## config.mk

```make
export PLATFORM = sky130hd
export DESIGN_NAME = receive_chars_flat
export DESIGN_NICKNAME = d
export VERILOG_FILES = /design/src/rtl/receive_chars_pkg.sv /design/src/rtl/receive_chars_if.sv /design/src/rtl/receive_chars.sv /design/src/flat_wrapper.sv
export SDC_FILE = /design/constraint.sdc
export NUM_CORES = 1
export LEC_CHECK = 0
export ABC_CLOCK_PERIOD_IN_PS = 2740
export CORE_UTILIZATION = 51
export DETAILED_ROUTE_END_ITERATION = 6
export PLACE_DENSITY = 0.74
export RECOVER_POWER = 25
export SYNTH_ARGS = -nofsm -noshare
export SYNTH_HDL_FRONTEND = slang
export SYNTH_SLANG_ARGS = --single-unit
```

## constraint.sdc

```tcl
create_clock -name Clock -period 2.74 [get_ports Clock]
set_input_delay 0.685 -clock Clock [delete_from_list [all_inputs] [get_ports Clock]]
set_output_delay 0.685 -clock Clock [all_outputs]
set_load 0.005 [all_outputs]
```

## src/rtl/receive_chars_pkg.sv

```systemverilog
// Shared definitions for the line receiver and the character sender:
// FSM state encoding and the control-character codes both sides agree on.
package receive_chars_pkg;

  // Receiver FSM states, 3-bit encoding kept as plain constants so older
  // blocks that compare raw state values keep working.
  localparam logic [2:0] ST_IDLE          = 3'd0;
  localparam logic [2:0] ST_DECODE        = 3'd1;
  localparam logic [2:0] ST_WRITE         = 3'd2;
  localparam logic [2:0] ST_DONE          = 3'd3;
  localparam logic [2:0] ST_WAIT_TX_START = 3'd4;
  localparam logic [2:0] ST_WAIT_TX_END   = 3'd5;

  // Control characters; the sender's newline logic uses the same values.
  localparam logic [7:0] CR_CHAR = 8'h0D;
  localparam logic [7:0] LF_CHAR = 8'h0A;
  localparam logic [7:0] BS_CHAR = 8'h08;

  // Default geometry: 32 printable characters, 6-bit address/count so
  // addresses 32/33 remain free for the sender's LF/CR.
  localparam int DEFAULT_ADDR_WIDTH = 6;
  localparam int DEFAULT_MAX_CHARS  = 32;

  // Classification of the byte currently being decoded.
  typedef enum logic [1:0] {
    CHAR_PRINTABLE = 2'd0,
    CHAR_CR        = 2'd1,
    CHAR_BS        = 2'd2,
    CHAR_LF        = 2'd3
  } char_class_e;

endpackage

```

## src/rtl/receive_chars_if.sv

```systemverilog
// Bus between the line receiver and its surroundings: the UART rx FIFO
// handshake, the sender busy flag, and the RAM write port / line result.
interface receive_chars_if
  import receive_chars_pkg::*;
#(
  parameter int ADDR_WIDTH = DEFAULT_ADDR_WIDTH
);

  logic                  rx_empty;
  logic [7:0]            rx_data;
  logic                  Transmitting;
  logic                  read_uart;
  logic [ADDR_WIDTH-1:0] RAMAddress;
  logic [7:0]            RAMData;
  logic                  RAMWrite;
  logic [ADDR_WIDTH-1:0] NumberOfChars;
  logic                  LineDone;

  // The receiver itself.
  modport master (
    input  rx_empty, rx_data, Transmitting,
    output read_uart, RAMAddress, RAMData, RAMWrite, NumberOfChars, LineDone
  );

  // FIFO, RAM and sender side.
  modport slave (
    output rx_empty, rx_data, Transmitting,
    input  read_uart, RAMAddress, RAMData, RAMWrite, NumberOfChars, LineDone
  );

endinterface

```

## src/rtl/receive_chars.sv

```systemverilog
// Line receiver: pops bytes from the UART rx FIFO, stores printable ones at
// consecutive RAM addresses, handles backspace, and on CR publishes the line
// length and pulses LineDone to start the echo. It then waits for the echo
// transmission to finish before reading the FIFO again.
module receive_chars
  import receive_chars_pkg::*;
#(
  parameter int         ADDR_WIDTH = DEFAULT_ADDR_WIDTH,
  parameter int         MAX_CHARS  = DEFAULT_MAX_CHARS,
  parameter logic [7:0] CR_CODE    = CR_CHAR,
  parameter logic [7:0] LF_CODE    = LF_CHAR,
  parameter logic [7:0] BS_CODE    = BS_CHAR
) (
  input logic             Clock,
  input logic             Reset,
  receive_chars_if.master bus
);

  localparam logic [ADDR_WIDTH-1:0] FULL_COUNT = ADDR_WIDTH'(MAX_CHARS);
  localparam logic [ADDR_WIDTH-1:0] ONE        = ADDR_WIDTH'(1);

  logic [2:0]            state;
  logic [ADDR_WIDTH-1:0] count;
  logic [7:0]            char_q;
  char_class_e           char_class;

  // Classify the captured byte; CR wins over BS, BS over LF.
  always_comb begin
    char_class = CHAR_PRINTABLE;
    if (char_q == CR_CODE) begin
      char_class = CHAR_CR;
    end else if (char_q == BS_CODE) begin
      char_class = CHAR_BS;
    end else if (char_q == LF_CODE) begin
      char_class = CHAR_LF;
    end
  end

  // Main FSM: every output is a register; reset clears the partial line.
  always_ff @(posedge Clock or negedge Reset) begin
    if (!Reset) begin
      state             <= ST_IDLE;
      count             <= '0;
      char_q            <= '0;
      bus.read_uart     <= 1'b0;
      bus.RAMWrite      <= 1'b0;
      bus.LineDone      <= 1'b0;
      bus.RAMAddress    <= '0;
      bus.RAMData       <= '0;
      bus.NumberOfChars <= '0;
    end else begin
      case (state)
        ST_IDLE: begin
          if (!bus.rx_empty && !bus.Transmitting) begin
            char_q        <= bus.rx_data;
            bus.read_uart <= 1'b1;
            state         <= ST_DECODE;
          end
        end

        ST_DECODE: begin
          bus.read_uart <= 1'b0;
          case (char_class)
            CHAR_CR: begin
              state <= (count == '0) ? ST_IDLE : ST_DONE;
            end
            CHAR_BS: begin
              if (count != '0) begin
                count <= count - ONE;
              end
              state <= ST_IDLE;
            end
            CHAR_LF: begin
              state <= ST_IDLE;
            end
            default: begin
              if (count == FULL_COUNT) begin
                state <= ST_IDLE;
              end else begin
                bus.RAMAddress <= count;
                bus.RAMData    <= char_q;
                bus.RAMWrite   <= 1'b1;
                state          <= ST_WRITE;
              end
            end
          endcase
        end

        ST_WRITE: begin
          bus.RAMWrite <= 1'b0;
          count        <= count + ONE;
          state        <= ST_IDLE;
        end

        ST_DONE: begin
          bus.NumberOfChars <= count;
          bus.LineDone      <= 1'b1;
          count             <= '0;
          state             <= ST_WAIT_TX_START;
        end

        ST_WAIT_TX_START: begin
          bus.LineDone <= 1'b0;
          if (bus.Transmitting) begin
            state <= ST_WAIT_TX_END;
          end
        end

        ST_WAIT_TX_END: begin
          if (!bus.Transmitting) begin
            state <= ST_IDLE;
          end
        end

        default: begin
          bus.read_uart <= 1'b0;
          bus.RAMWrite  <= 1'b0;
          bus.LineDone  <= 1'b0;
          state         <= ST_IDLE;
        end
      endcase
    end
  end

endmodule

```

## src/flat_wrapper.sv

```systemverilog
// flat-port wrapper written by rule: the top's interface ports become plain ports
module receive_chars_flat import receive_chars_pkg::*;
#(
  parameter int         ADDR_WIDTH = DEFAULT_ADDR_WIDTH,
  parameter int         MAX_CHARS  = DEFAULT_MAX_CHARS,
  parameter logic [7:0] CR_CODE    = CR_CHAR,
  parameter logic [7:0] LF_CODE    = LF_CHAR,
  parameter logic [7:0] BS_CODE    = BS_CHAR
)
  (Clock, Reset, bus_rx_empty, bus_rx_data, bus_Transmitting, bus_read_uart, bus_RAMAddress, bus_RAMData, bus_RAMWrite, bus_NumberOfChars, bus_LineDone);
  receive_chars_if #(.ADDR_WIDTH(ADDR_WIDTH)) bus_i ();
  input logic Clock;
  input logic Reset;
  input wire logic [$bits(bus_i.rx_empty)-1:0] bus_rx_empty;
  input wire logic [$bits(bus_i.rx_data)-1:0] bus_rx_data;
  input wire logic [$bits(bus_i.Transmitting)-1:0] bus_Transmitting;
  output wire logic [$bits(bus_i.read_uart)-1:0] bus_read_uart;
  output wire logic [$bits(bus_i.RAMAddress)-1:0] bus_RAMAddress;
  output wire logic [$bits(bus_i.RAMData)-1:0] bus_RAMData;
  output wire logic [$bits(bus_i.RAMWrite)-1:0] bus_RAMWrite;
  output wire logic [$bits(bus_i.NumberOfChars)-1:0] bus_NumberOfChars;
  output wire logic [$bits(bus_i.LineDone)-1:0] bus_LineDone;
  assign bus_i.rx_empty = bus_rx_empty;
  assign bus_i.rx_data = bus_rx_data;
  assign bus_i.Transmitting = bus_Transmitting;
  assign bus_read_uart = bus_i.read_uart;
  assign bus_RAMAddress = bus_i.RAMAddress;
  assign bus_RAMData = bus_i.RAMData;
  assign bus_RAMWrite = bus_i.RAMWrite;
  assign bus_NumberOfChars = bus_i.NumberOfChars;
  assign bus_LineDone = bus_i.LineDone;
  receive_chars #(.ADDR_WIDTH(ADDR_WIDTH), .MAX_CHARS(MAX_CHARS), .CR_CODE(CR_CODE), .LF_CODE(LF_CODE), .BS_CODE(BS_CODE)) u_core (.Clock(Clock), .Reset(Reset), .bus(bus_i));
endmodule
```

======== Word level (Yosys, flattened, before mapping) ========
Index checks and enable logic that the tools add are counted.
word-level totals
  flip-flop bits (word level) ............. 40
  bits in latches ......................... 0
  bits in writable memories ............... 0
  ROM bits ................................ 0
  input bits .............................. 12
  output and inout port bits .............. 23
  logic and storage cells ................. 71
  memories kept ........................... 0
cells by class
  add/sub/neg operators ................... 2
  multipliers ............................. 0
  divide/modulo/power cells ............... 0
  magnitude comparators ................... 0
  equality and inequality tests ........... 19
  shift-type cells ........................ 0
  multiplexer cells ....................... 19
  bitwise operators ....................... 4
  reductions and logical operators ........ 18
operators with widths
  cell                 number
  $eq 8x4->1 const B   3
  $pmux 6 s3           1
  $pmux 3 s5           1
  $mux 6               2
  $reduce_and 3->1     4
  $reduce_or 4->1      3
  $mux 2               5
  $mux 3               3
  $ne 2x2->1 const B   4
  $add 6x1->6 const B  1
  $eq 3x2->1 const B   2
  $eq 3x3->1 const B   2
  $eq 6x6->1 const B   1
  $logic_not 6->1      1
  $ne 2x1->1 const B   3
  $pmux 1 s2           3
  $pmux 3 s2           1
  $reduce_bool 6->1    1
  $sub 6x1->6 const B  1
  $eq 2x2->1 const B   2
  $not 1->1            4
  $reduce_and 2->1     2
  $eq 3x1->1 const B   1
  $logic_not 3->1      1
  other kinds (7)      10

======== Longest topological paths before layout ========
  word-level depth ........................ 8
  gate-level depth with buffers ........... 11
  mapped depth without buffers ............ 10

======== Least setup slack after synthesis ========
No wires, ideal clock.
  path type ............................... register to register
  start point ............................. reg u_core.state[1]
  end point ............................... reg u_core.count[5]
  setup time .............................. 74 ps
  data arrival time ....................... 2354 ps
  required time ........................... 2666 ps
  path slack .............................. 312 ps
  stages on the path, launching flop included .. 12
  clock period less this slack ............ 2428 ps
  cell sequence ........................... dfrtp_1 -> buf_2 -> inv_1 -> nor3_1 -> inv_1 -> ha_1 -> a211oi_1 -> o21bai_1 -> a21oi_1 -> xnor2_1 -> or3_1 -> o21ai_2
on the way
  longest elaborated chain between the ends .. 3
  elaborated cells on any way between the ends .. 8
RTL lines
  item                                                              line                 text
  start: declaration                                                receive_chars.sv:22  logic [2:0] state;
  start signal: assignment                                          receive_chars.sv:65  state <= (count == '0) ? ST_IDLE : ST_DONE;
  $eq 3x1->1 or $eq 3x2->1 (tied branches)                          receive_chars.sv:52  case (state)
  $ne 2x1->1 (no source line) or $reduce_bool 3->1 (tied branches)  --
  $reduce_and 3->1 (no source line)                                 --
  end signal: assignment                                            receive_chars.sv:69  count <= count - ONE;
  end signal: assignment                                            receive_chars.sv:91  count <= count + ONE;
  end: declaration                                                  receive_chars.sv:23  logic [ADDR_WIDTH-1:0] count;
Parallel ways exist; a longest one is shown, timed or not.
A chain may end at the register's enable or synchronous reset.

======== Worst setup path in the final report ========
Same ends and word-level chain as after synthesis.

==> impl_metrics.json <==
{
  "hold_path.class": "flip-flop to flip-flop",
  "final_layout_size_suffix_gt1_frac": 0.181,
  "insertion_delay_ns": 0.34,
  "final_hold_viol_count": 0,
  "finalSetupTns_ns": 0,
  "hp-start": "u_core.bus.NumberOfChars[2]",
  "cp_data_required_time_ns": 3.03,
  "fill_cells": 274,
  "multi_input_area_sq_um": 777,
  "worst-r2r-cell-count": 10,
  "rsz0062_at_grt": "false",
  "standby_leakage_power_nw": 0.992,
  "critPathCapture": "u_core.count[5]",
  "ys_seq_elements": 40,
  "diodes": 0,
  "startpoint": "u_core.state[1]",
  "cts-root-to-sink-buffers": 2,
  "pwr_density_cell_nw_per_um2": 1220,
  "cts.sinks": 40,
  "synthXorXnorAreaFrac": 0.0142,
  "ctsHtreeMaxLevel": 2,
  "placed_cell_area_sq_um": 2220,
  "detail_route.wl_per_cell_microns": 15.2,
  "slew_headroom": -0.409,
  "numCtsBuffers": 5,
  "ant_nets": 0,
  "die_height_microns": 62.3,
  "place.detailed.hpwl_microns": 2590,
  "grt_first_pass_wirelength_microns": 6330,
  "grt_max_degree": 41,
  "hold_depth": 2,
  "layout.nets": 210,
  "detailroute.via_count": 1317,
  "synth-async-reset-ratio": 1.00,
  "initialDrtViolationCount": 94,
  "timing.final.ws_setup_ns": 0.206,
  "failed_checks": "capacitance limit, slew limit",
  "synth.yosys.warnings": 0,
  "status": "finished, violations left",
  "max-vdd-ir-drop_v": 0.000665,
  "core-area_sq_um": 3420,
  "post_cts_resize_count": 0,
  "wl_microns": 3630,
  "worst_r2r_startpoint": "u_core.state[1]",
  "synth.avg_cell_area_sq_um": 11.8,
  "worst_setup_hold_path_clk_slew_ns": 0.12,
  "die_area_sq_um": 3890,
  "cp_data_arrival_time_ns": 2.82,
  "post-cts-setup-buffer-count": 0,
  "synthSimpleGateAreaFrac": 0.101,
  "clock-root-buffer": "clkbuf_4",
  "tightest_slew_ns": 2.11,
  "synth_flop_cell": "dfrtp_1",
  "reg2reg_capture_point": "u_core.count[5]",
  "remaining_drc_errors": 0,
  "postSynthNetCount": 174,
  "ff_latch_area_sq_um": 1000,
  "syn_to_final_growth_pct": 22.0,
  "cell_type_with_the_largest_total_area_after_synthesis": "dfrtp_1",
  "type_of_the_worst_setup_path": "flip-flop to flip-flop",
  "via_per_inst": 5.51,
  "fmaxAchievable_mhz": 395,
  "fp-row-count": 21,
  "preCtsSetupSlack_ns": 0.204,
  "synth_area_leaders": "dfrtp_1 54%, mux2_2 8.5%, mux2_4 6.5%",
  "hold_ws_ns": 0.482,
  "final-max-slew-violation-count": 41,
  "critPathCaptureType": "flip-flop",
  "post-synth-top-count-cell": "dfrtp_1",
  "period_needed_ns": 2.53,
  "clock_skew_ns": 0.0138,
  "synthAdderAreaFrac": 0.0377,
  "seq_area_frac_synth": 0.539,
  "critical_path_peak_fanout": 8,
  "synth.top_cell.area_share": 0.539,
  "synth-compound-area-share": 0.116,
  "cp-start-kind": "flip-flop",
  "syn-instance-count": 157,
  "post_synth_most_frequent_cells": "40 x dfrtp_1, 23 x nand2_1, 14 x mux2_2, 9 x inv_1",
  "cts_hold_buffers": 0,
  "grt_antenna_before_repair": 0,
  "gr-total-overflow": 0,
  "r2r_setup_slack_ns": 0.21,
  "top_level_ports": 35,
  "netlist-cell-type-count": 35,
  "setup_viol": 0,
  "postLayoutCellArea_sq_um": 2270,
  "synth_top_family_by_area": "multiplexers",
  "synth_edf_count": 0,
  "first_global_vias": 1357,
  "die_width_microns": 62.3,
  "port-buffer-count": 34,
  "period_share": 0.925,
  "grt_use_total": 0.209,
  "start_util": 0.544,
  "synth.cell_area_sq_um": 1860,
  "cts_tree": "done",
  "maxCapViolations": 1,
  "gpl.final_weighted_congestion": 0.851,
  "drtPass1Iterations": 4,
  "post_synthesis_mux_area_share": 0.150
}
-- report_power, final --
group          switching, mW  internal (mW)
Sequential             0.251          0.875
Clock                  0.182         0.0947
Combinational          0.565          0.801
-- cell families after synthesis --
logic type	after synthesis
AND/OR/NAND/NOR	40
flip-flops	40
AO/OA/AOI/OAI	31
multiplexers	22
buffers and inverters	16
adder cells (fa/ha/maj)	5
XOR/XNOR	3
-- area by class of cell --
cell class	count	area share
flip-flops and latches	40	0.442
multi-input cells	101	0.343
repair buffers	36	0.154
well taps	46	0.0254
clock buffers	6	0.0182
inverters	9	0.0149
clock inverters	1	0.00221
-- registers in the layout, summed over array words and instances, names as in the netlist --
name                      count
u_core.bus.RAMWrite           1
u_core.state                  3
u_core.bus.NumberOfChars      6
u_core.char_q                 8
u_core.bus.read_uart          1
u_core.count                  6
u_core.bus.RAMAddress         6
u_core.bus.RAMData            8
u_core.bus.LineDone           1
-- through the flow --
stage	instances	power, mW	util
after CTS	239	2.78	0.663
after floorplan	157	1.97	-
after global placement	232	2.43	0.650
after global routing	239	2.97	0.663
after detailed placement	232	2.49	0.650
final	239	2.77	0.663
-- worst min path at each step --
stage and endpoint:
2_1_floorplan u_core.bus.LineDone, 3_3_place_gp u_core.bus.NumberOfChars[2], 3_5_place_dp u_core.bus.NumberOfChars[2], 4_1_cts u_core.bus.RAMWrite, 5_1_grt u_core.bus.RAMWrite, 6_report u_core.bus.NumberOfChars[2]
-- placed cells by master (no fill, tap or decap), drive strengths merged, types with 3 or more instances in the layout --
cell / count
dfrtp: 40
clkdlybuf4s50: 33
nand2: 23
mux2: 22
inv: 9
o21ai: 9
clkbuf: 7
a21oi: 6
o31ai: 5
ha: 4
nor4: 3
a21o: 3
-- routing by layer --
metal / part of all wire / global-route usage / vias to the layer above
met3: 0.040 / 0.0607 / 7
met4: 0.014 / 0.0669 / 0
met5: 0 / 0 / -
li1: - / - / 619
met1: 0.46 / 0.265 / 654
met2: 0.48 / 0.345 / 37
-- critical path, stage by stage (launching register included) --
cell      delay (ns)
dfrtp_2         0.46
inv_1           0.12
nor3_1          0.25
inv_1           0.14
ha_1            0.32
a211oi_1        0.38
o21bai_1        0.13
a21oi_1         0.18
xnor2_1         0.11
or3_1           0.33
o21ai_2         0.06
No activity file was read; power rests on OpenSTA's default activity.
